`src/rtl/ulpi_reg_access.sv`:
```
// rtl/ulpi_reg_access.sv - ULPI link-side register read/write engine (TXCMD handshake, one request at a time)
module ulpi_reg_access #(
  parameter int TIMEOUT_CYCLES = 1024
) (
  input  logic       clk,
  input  logic       reset,
  input  logic       req_valid,
  output logic       req_ready,
  input  logic       req_write,
  input  logic [5:0] req_addr,
  input  logic [7:0] req_wdata,
  output logic       rsp_valid,
  output logic [7:0] rsp_data,
  output logic       rsp_error,
  input  logic       ulpi_dir,
  input  logic       ulpi_nxt,
  output logic       ulpi_stp,
  input  logic [7:0] ulpi_data_in,
  output logic [7:0] ulpi_data_out,
  output logic       ulpi_data_oe
);
  localparam int CW = $clog2(TIMEOUT_CYCLES) + 1;

  typedef enum logic [3:0] {
    S_IDLE, S_TXCMD, S_REISSUE, S_WDATA, S_STOP,
    S_RD_TURN, S_RD_DATA, S_RD_END, S_DONE
  } state_t;

  state_t        state_q, state_d;
  logic          write_q, write_d;
  logic [5:0]    addr_q, addr_d;
  logic [7:0]    wdata_q, wdata_d;
  logic [7:0]    rd_data_q, rd_data_d;
  logic [CW-1:0] cnt_q, cnt_d;
  logic          oe_q, oe_d;
  logic [7:0]    dout_q, dout_d;
  logic          stp_q, stp_d;
  logic          rsp_valid_q, rsp_valid_d;
  logic [7:0]    rsp_data_q, rsp_data_d;
  logic          rsp_error_q, rsp_error_d;
  logic          accept, waiting, err;

  assign req_ready     = (state_q == S_IDLE) && !ulpi_dir;
  assign accept        = req_valid && req_ready;
  // The PHY owns the bus the moment DIR rises, so drive is cut without waiting for a clock.
  assign ulpi_data_oe  = oe_q && !ulpi_dir;
  assign ulpi_data_out = ulpi_data_oe ? dout_q : 8'h00;
  assign ulpi_stp      = stp_q;
  assign rsp_valid     = rsp_valid_q;
  assign rsp_data      = rsp_data_q;
  assign rsp_error     = rsp_error_q;

  always_comb begin
    state_d     = state_q;
    write_d     = write_q;
    addr_d      = addr_q;
    wdata_d     = wdata_q;
    rd_data_d   = rd_data_q;
    cnt_d       = cnt_q;
    rsp_valid_d = 1'b0;
    rsp_data_d  = rsp_data_q;
    rsp_error_d = rsp_error_q;
    waiting     = 1'b0;
    err         = 1'b0;

    case (state_q)
      S_IDLE: if (accept) begin
        write_d = req_write;
        addr_d  = req_addr;
        wdata_d = req_wdata;
        state_d = S_TXCMD;
      end
      S_TXCMD: begin
        waiting = 1'b1;
        if (ulpi_dir && !ulpi_nxt)      state_d = S_REISSUE;
        else if (!ulpi_dir && ulpi_nxt) state_d = write_q ? S_WDATA : S_RD_TURN;
      end
      S_REISSUE: begin
        waiting = 1'b1;
        if (!ulpi_dir) state_d = S_TXCMD;
      end
      S_WDATA: begin
        waiting = 1'b1;
        if (ulpi_dir)      err = 1'b1;
        else if (ulpi_nxt) state_d = S_STOP;
      end
      S_STOP: state_d = S_DONE;
      S_RD_TURN: begin
        waiting = 1'b1;
        if (ulpi_dir) state_d = S_RD_DATA;
      end
      S_RD_DATA: begin
        if (ulpi_dir && !ulpi_nxt) begin
          rd_data_d = ulpi_data_in;
          state_d   = S_RD_END;
        end else begin
          err = 1'b1;
        end
      end
      S_RD_END: begin
        waiting = 1'b1;
        if (!ulpi_dir) state_d = S_DONE;
      end
      S_DONE:  state_d = S_IDLE;
      default: state_d = S_IDLE;
    endcase

    // Terminal count is checked one cycle early so the abort lands exactly TIMEOUT_CYCLES after entry.
    if (waiting && (state_d == state_q) && !err) begin
      if (cnt_q == CW'(TIMEOUT_CYCLES - 1)) err = 1'b1;
      else                                  cnt_d = cnt_q + CW'(1);
    end

    if (err) state_d = S_DONE;
    if (state_d != state_q) cnt_d = '0;

    if ((state_d == S_DONE) && (state_q != S_DONE)) begin
      rsp_valid_d = 1'b1;
      rsp_error_d = err;
      rsp_data_d  = (err || write_q) ? 8'h00 : rd_data_q;
    end

    oe_d   = 1'b0;
    dout_d = 8'h00;
    stp_d  = 1'b0;
    case (state_d)
      S_TXCMD: begin oe_d = 1'b1; dout_d = {1'b1, !write_d, addr_d}; end
      S_WDATA: begin oe_d = 1'b1; dout_d = wdata_d; end
      S_STOP:  begin oe_d = 1'b1; stp_d  = 1'b1; end
      default: ;
    endcase
  end

  always_ff @(posedge clk or negedge reset) begin
    if (!reset) begin
      state_q     <= S_IDLE;
      write_q     <= 1'b0;
      addr_q      <= 6'h00;
      wdata_q     <= 8'h00;
      rd_data_q   <= 8'h00;
      cnt_q       <= '0;
      oe_q        <= 1'b0;
      dout_q      <= 8'h00;
      stp_q       <= 1'b0;
      rsp_valid_q <= 1'b0;
      rsp_data_q  <= 8'h00;
      rsp_error_q <= 1'b0;
    end else begin
      state_q     <= state_d;
      write_q     <= write_d;
      addr_q      <= addr_d;
      wdata_q     <= wdata_d;
      rd_data_q   <= rd_data_d;
      cnt_q       <= cnt_d;
      oe_q        <= oe_d;
      dout_q      <= dout_d;
      stp_q       <= stp_d;
      rsp_valid_q <= rsp_valid_d;
      rsp_data_q  <= rsp_data_d;
      rsp_error_q <= rsp_error_d;
    end
  end
endmodule

```
`config.mk`:
```
export PLATFORM = sky130hd
export DESIGN_NAME = ulpi_reg_access
export DESIGN_NICKNAME = d
export VERILOG_FILES = /design/src/rtl/ulpi_reg_access.sv
export SDC_FILE = /design/constraint.sdc
export NUM_CORES = 1
export LEC_CHECK = 0
export CAP_MARGIN = 20
export CORE_MARGIN = 5
export CORE_UTILIZATION = 52
export CTS_CLUSTER_DIAMETER = 30
export DETAILED_ROUTE_END_ITERATION = 12
export GPL_ROUTABILITY_DRIVEN = 0
export PLACE_DENSITY_LB_ADDON = 0.3
export RECOVER_POWER = 50
export SETUP_SLACK_MARGIN = 0.3
export SYNTH_ARGS = -nofsm -noshare
export SYNTH_HDL_FRONTEND = slang
export SYNTH_SLANG_ARGS = --single-unit
export TNS_END_PERCENT = 5
```
`constraint.sdc`:
```
create_clock -name clk -period 2.8 [get_ports clk]
set_input_delay 0.56 -clock clk [delete_from_list [all_inputs] [get_ports clk]]
set_output_delay 0.56 -clock clk [all_outputs]
set_load 0.005 [all_outputs]
```
==> flow_summary_export.csv, run 1 <==
group,metric,value,unit
grt,grt_usage,18.5,%
route,drt_iter0_drc,241,
critical_path,r2r_slack,0.45,ns
clock_tree,cts_root_buf,"clkbuf_8",
synthesis,syn_area,2810,sq um
run_status,outcome,"complete, no violations",
critical_path,critPathCaptureType,"register",
final_layout,drive_above_1_share,20.2,%
route,ant_nets,0,
final_layout,nFillCells,375,
clock_tree,numCtsBuffers,9,
critical_path,cp_slowest_stage_delay,0.59,ns
floorplanning,fp.coreArea,5170,sq um
flow_run,drv_cap,0,
grt,antenna_found_initial,0,
route,wl_per_cell,15.2,microns
floorplanning,die_w,83.5,microns
synthesis,ys.flop_type,"dfrtp_1",
synthesis,ys_ff_latch,58,
critical_path,cp_num_buf_inv,2,
synthesis,mappedNetlistNets,287,
clock_tree,cts_setup_buffers,0,
critical_path,crit_family,"simple AND/OR/NAND/NOR gates",
synthesis,synth.avg_cell_area,10.9,sq um
critical_path,worstRegToRegCells,7,
grt,grt_pass1_vias,2206,
route,totalWireLength,6110,microns
timing,skew,0.0101,ns
worst_hold_path,hold-path-endpoint,"addr_q[2]",
timing,relSlewSlack,22.5,%
floorplanning,rows,26,
worst_hold_path,hp-class,"reg2reg",
worst_hold_path,hold_path.startpoint,"addr_q[2]",
timing,post-route-min-period,2.58,ns
clock_tree,clock_sinks,58,
route,via_count,2193,
power,powerDensity,928,nW/um^2
route,viasPerCell,5.46,
placed_design,place_hpwl,4360,microns
final_layout,fin_util,71.1,%
floorplanning,start_util,54.3,%
critical_path,cp.required,3.06,ns
timing,setup_slack,0.218,ns
route,dr.pass1.iters,4,
floorplanning,die_y,83.5,microns
grt,grt_pass1_wl,10400,microns
power,peakVddDrop,0.000626,V
worst_hold_path,min_path_cells,1,
timing,finalCritPeriodShare,92.2,%
critical_path,cp_cell_sequence,"dlygate4sd3_1 > nand2b_1 > a211oi_2 > a2111oi_4 > a31o_2 > or3_1 > buf_4 > nor2_1",
clock_tree,tritoncts,"done",
timing,finalSetupViolCount,0,
route,drc,0,
synthesis,syn_inst,258,
floorplanning,dieArea,6970,sq um
clock_tree,htree_levels,3,
critical_path,rr_endpoint,"dout_q[2]",
grt,grt_max_degree,36,
synthesis,synth_edf_count,0,
timing,worst_pin_slew,1.16,ns
synthesis,synth_cell_types,46,
critical_path,critPathKind,"in2reg",
critical_path,rr_startpoint,"write_q",
final_layout,diodes,0,
critical_path,start_kind,"primary input",
final_layout,final_common_cell,"dfrtp_1",
synthesis,synth_warnings,0,
floorplanning,top_level_ports,49,
final_layout,fin_nets,356,
placed_design,pre_cts_slack,-0.0653,ns
grt,grt.overflow.total,0,
final_layout,layout_common_cells,"dfrtp_1 (58), clkdlybuf4s50_1 (40), nor2_1 (35)",
timing,rsz0062_at_grt,"true",
clock_tree,clock_latency,0.33,ns
synthesis,async_reset_ff_share,100,%
timing,fin_setup_tns,0,ns
critical_path,worst-path-max-fanout,4,
final_layout,syn2layout_area_growth,31.0,%
clock_tree,cts_buffer_depth,2,
timing,finalHoldViolCount,0,
critical_path,cpMaxStageDelayCell,"dlygate4sd3_1",
synthesis,yosysSeqAreaShare,51.7,%
placed_design,io_buffers,48,
timing,fmax,387,MHz
timing,timing.final.max_slew_violations,0,
power,leakage,1.66,nW
clock_tree,cts.clk_slew.worst_paths,0.06,ns
critical_path,arrival,2.84,ns
-- final cells by class --
type | count | area [sq um] | share of cell area, %
Multi-Input combinational cell | 182 | 1270 | 34.4
Inverter | 6 | 22.5 | 0.612
Sequential cell | 58 | 1450 | 39.5
Tap cell | 70 | 87.6 | 2.38
Clock buffer | 11 | 141 | 3.84
Timing Repair Buffer | 70 | 631 | 17.1
Clock inverter | 5 | 77.6 | 2.11
-- how the worst max path moves through the flow --
stage	slack (ns)	from	depth (start not counted)	to
after floorplan	0.50	ulpi_dir	8	dout_q[6]
after global placement	-0.03	ulpi_dir	8	dout_q[4]
after detailed placement	-0.07	ulpi_dir	8	cnt_q[7]
after CTS	0.32	ulpi_nxt	7	cnt_q[1]
after global routing	0.10	ulpi_nxt	8	dout_q[2]
final	0.22	ulpi_nxt	8	dout_q[2]
-- cell usage after synthesis (all sizes together), types with 2 or more instances --
library cell | number | share of area, %
nand3b | 2 | 0.53
nand3 | 7 | 1.4
o31ai | 4 | 1.1
nand4 | 3 | 0.67
a21oi | 15 | 2.7
or2 | 2 | 0.45
clkbuf | 4 | 0.53
xnor2 | 2 | 0.62
dfrtp | 58 | 52
a221oi | 2 | 1.1
buf | 8 | 2.0
o21ai | 6 | 1.1
and3 | 2 | 0.45
nand2b | 6 | 1.3
or3 | 3 | 0.67
mux2 | 24 | 9.6
a211oi | 2 | 0.89
xor2 | 4 | 1.2
nor3 | 5 | 0.89
and2 | 9 | 2.1
nor2b | 4 | 0.89
inv | 6 | 0.80
nor2 | 35 | 4.7
nor3b | 11 | 2.9
nand2 | 8 | 1.1
mux2i | 7 | 2.5
a21o | 4 | 1.1
nor4 | 2 | 0.45
or4 | 3 | 0.80
-- power breakdown --
part	switching (mW)	leakage, nW	internal [mW]	total, mW
Combinational	0.645	0.784	0.671	1.32
Clock	0.324	0.109	0.522	0.846
Sequential	0.163	0.762	1.09	1.25
Total	1.13	1.66	2.28	3.41
-- repair_timing --
action / 4_1_cts / 5_1_grt
cloned: 0 / 0
hold buffers: 1 / 0
endpoints found under the setup margin: 22 / 19
resized for setup: 1 / 1
hold endpoints to repair: 1 / 0
-- state kept, by name, summed over array words and instances (netlist names), 4 cells and up --
| signal | flops |
|---|---|
| rd_data_q | 8 |
| state_q | 4 |
| dout_q | 8 |
| wdata_q | 8 |
| rsp_data | 8 |
| cnt_q | 11 |
| addr_q | 6 |
-- logic make-up (layout without fill, tap and decap cells) --
family | count (synthesis) | in the layout | share of synthesized area (%)
AO/OA/AOI/OAI | 41 | 41 | 10.8
multiplexers | 31 | 31 | 12.1
AND/OR/NAND/NOR | 103 | 103 | 19.7
XOR/XNOR | 6 | 6 | 1.87
buffers and inverters | 18 | 92 | 3.34
flip-flops | 58 | 58 | 51.7
adder cells (fa/ha/maj) | 1 | 1 | 0.446
-- metrics by stage --
step / hold WS, ns / power (mW) / area (sq um) / std cells
6_report: 0.495 / 3.41 / 3680 / 402
5_1_grt: 0.507 / 3.63 / 3680 / 402
4_1_cts: 0.495 / 3.43 / 3680 / 402
3_5_place_dp: 0.359 / 2.57 / 3460 / 385
3_3_place_gp: 0.360 / 2.52 / 3460 / 385
2_1_floorplan: 0.264 / 2.11 / 2810 / 258
-- metal layers --
layer | wire, microns | track usage, % | vias up
li1 | - | - | 1049
met1 | 2560 | 24.3 | 1060
met2 | 3050 | 29.7 | 72
met3 | 407 | 5.33 | 12
met4 | 94 | 5.70 | 0
met5 | 0 | 0 | -
(Power assumes the default switching activity.)
==> run 2: changes to the inputs <==
--- a/config.mk
+++ b/config.mk
@@ -11,6 +11,7 @@
 export CTS_CLUSTER_DIAMETER = 30
 export DETAILED_ROUTE_END_ITERATION = 12
 export GPL_ROUTABILITY_DRIVEN = 0
+export HOLD_SLACK_MARGIN = 0.05
 export PLACE_DENSITY_LB_ADDON = 0.3
 export RECOVER_POWER = 50
 export SETUP_SLACK_MARGIN = 0.3
==> results of run 2 <==
Same layout as run 1: the final DEF is identical, and so are final timing and power.
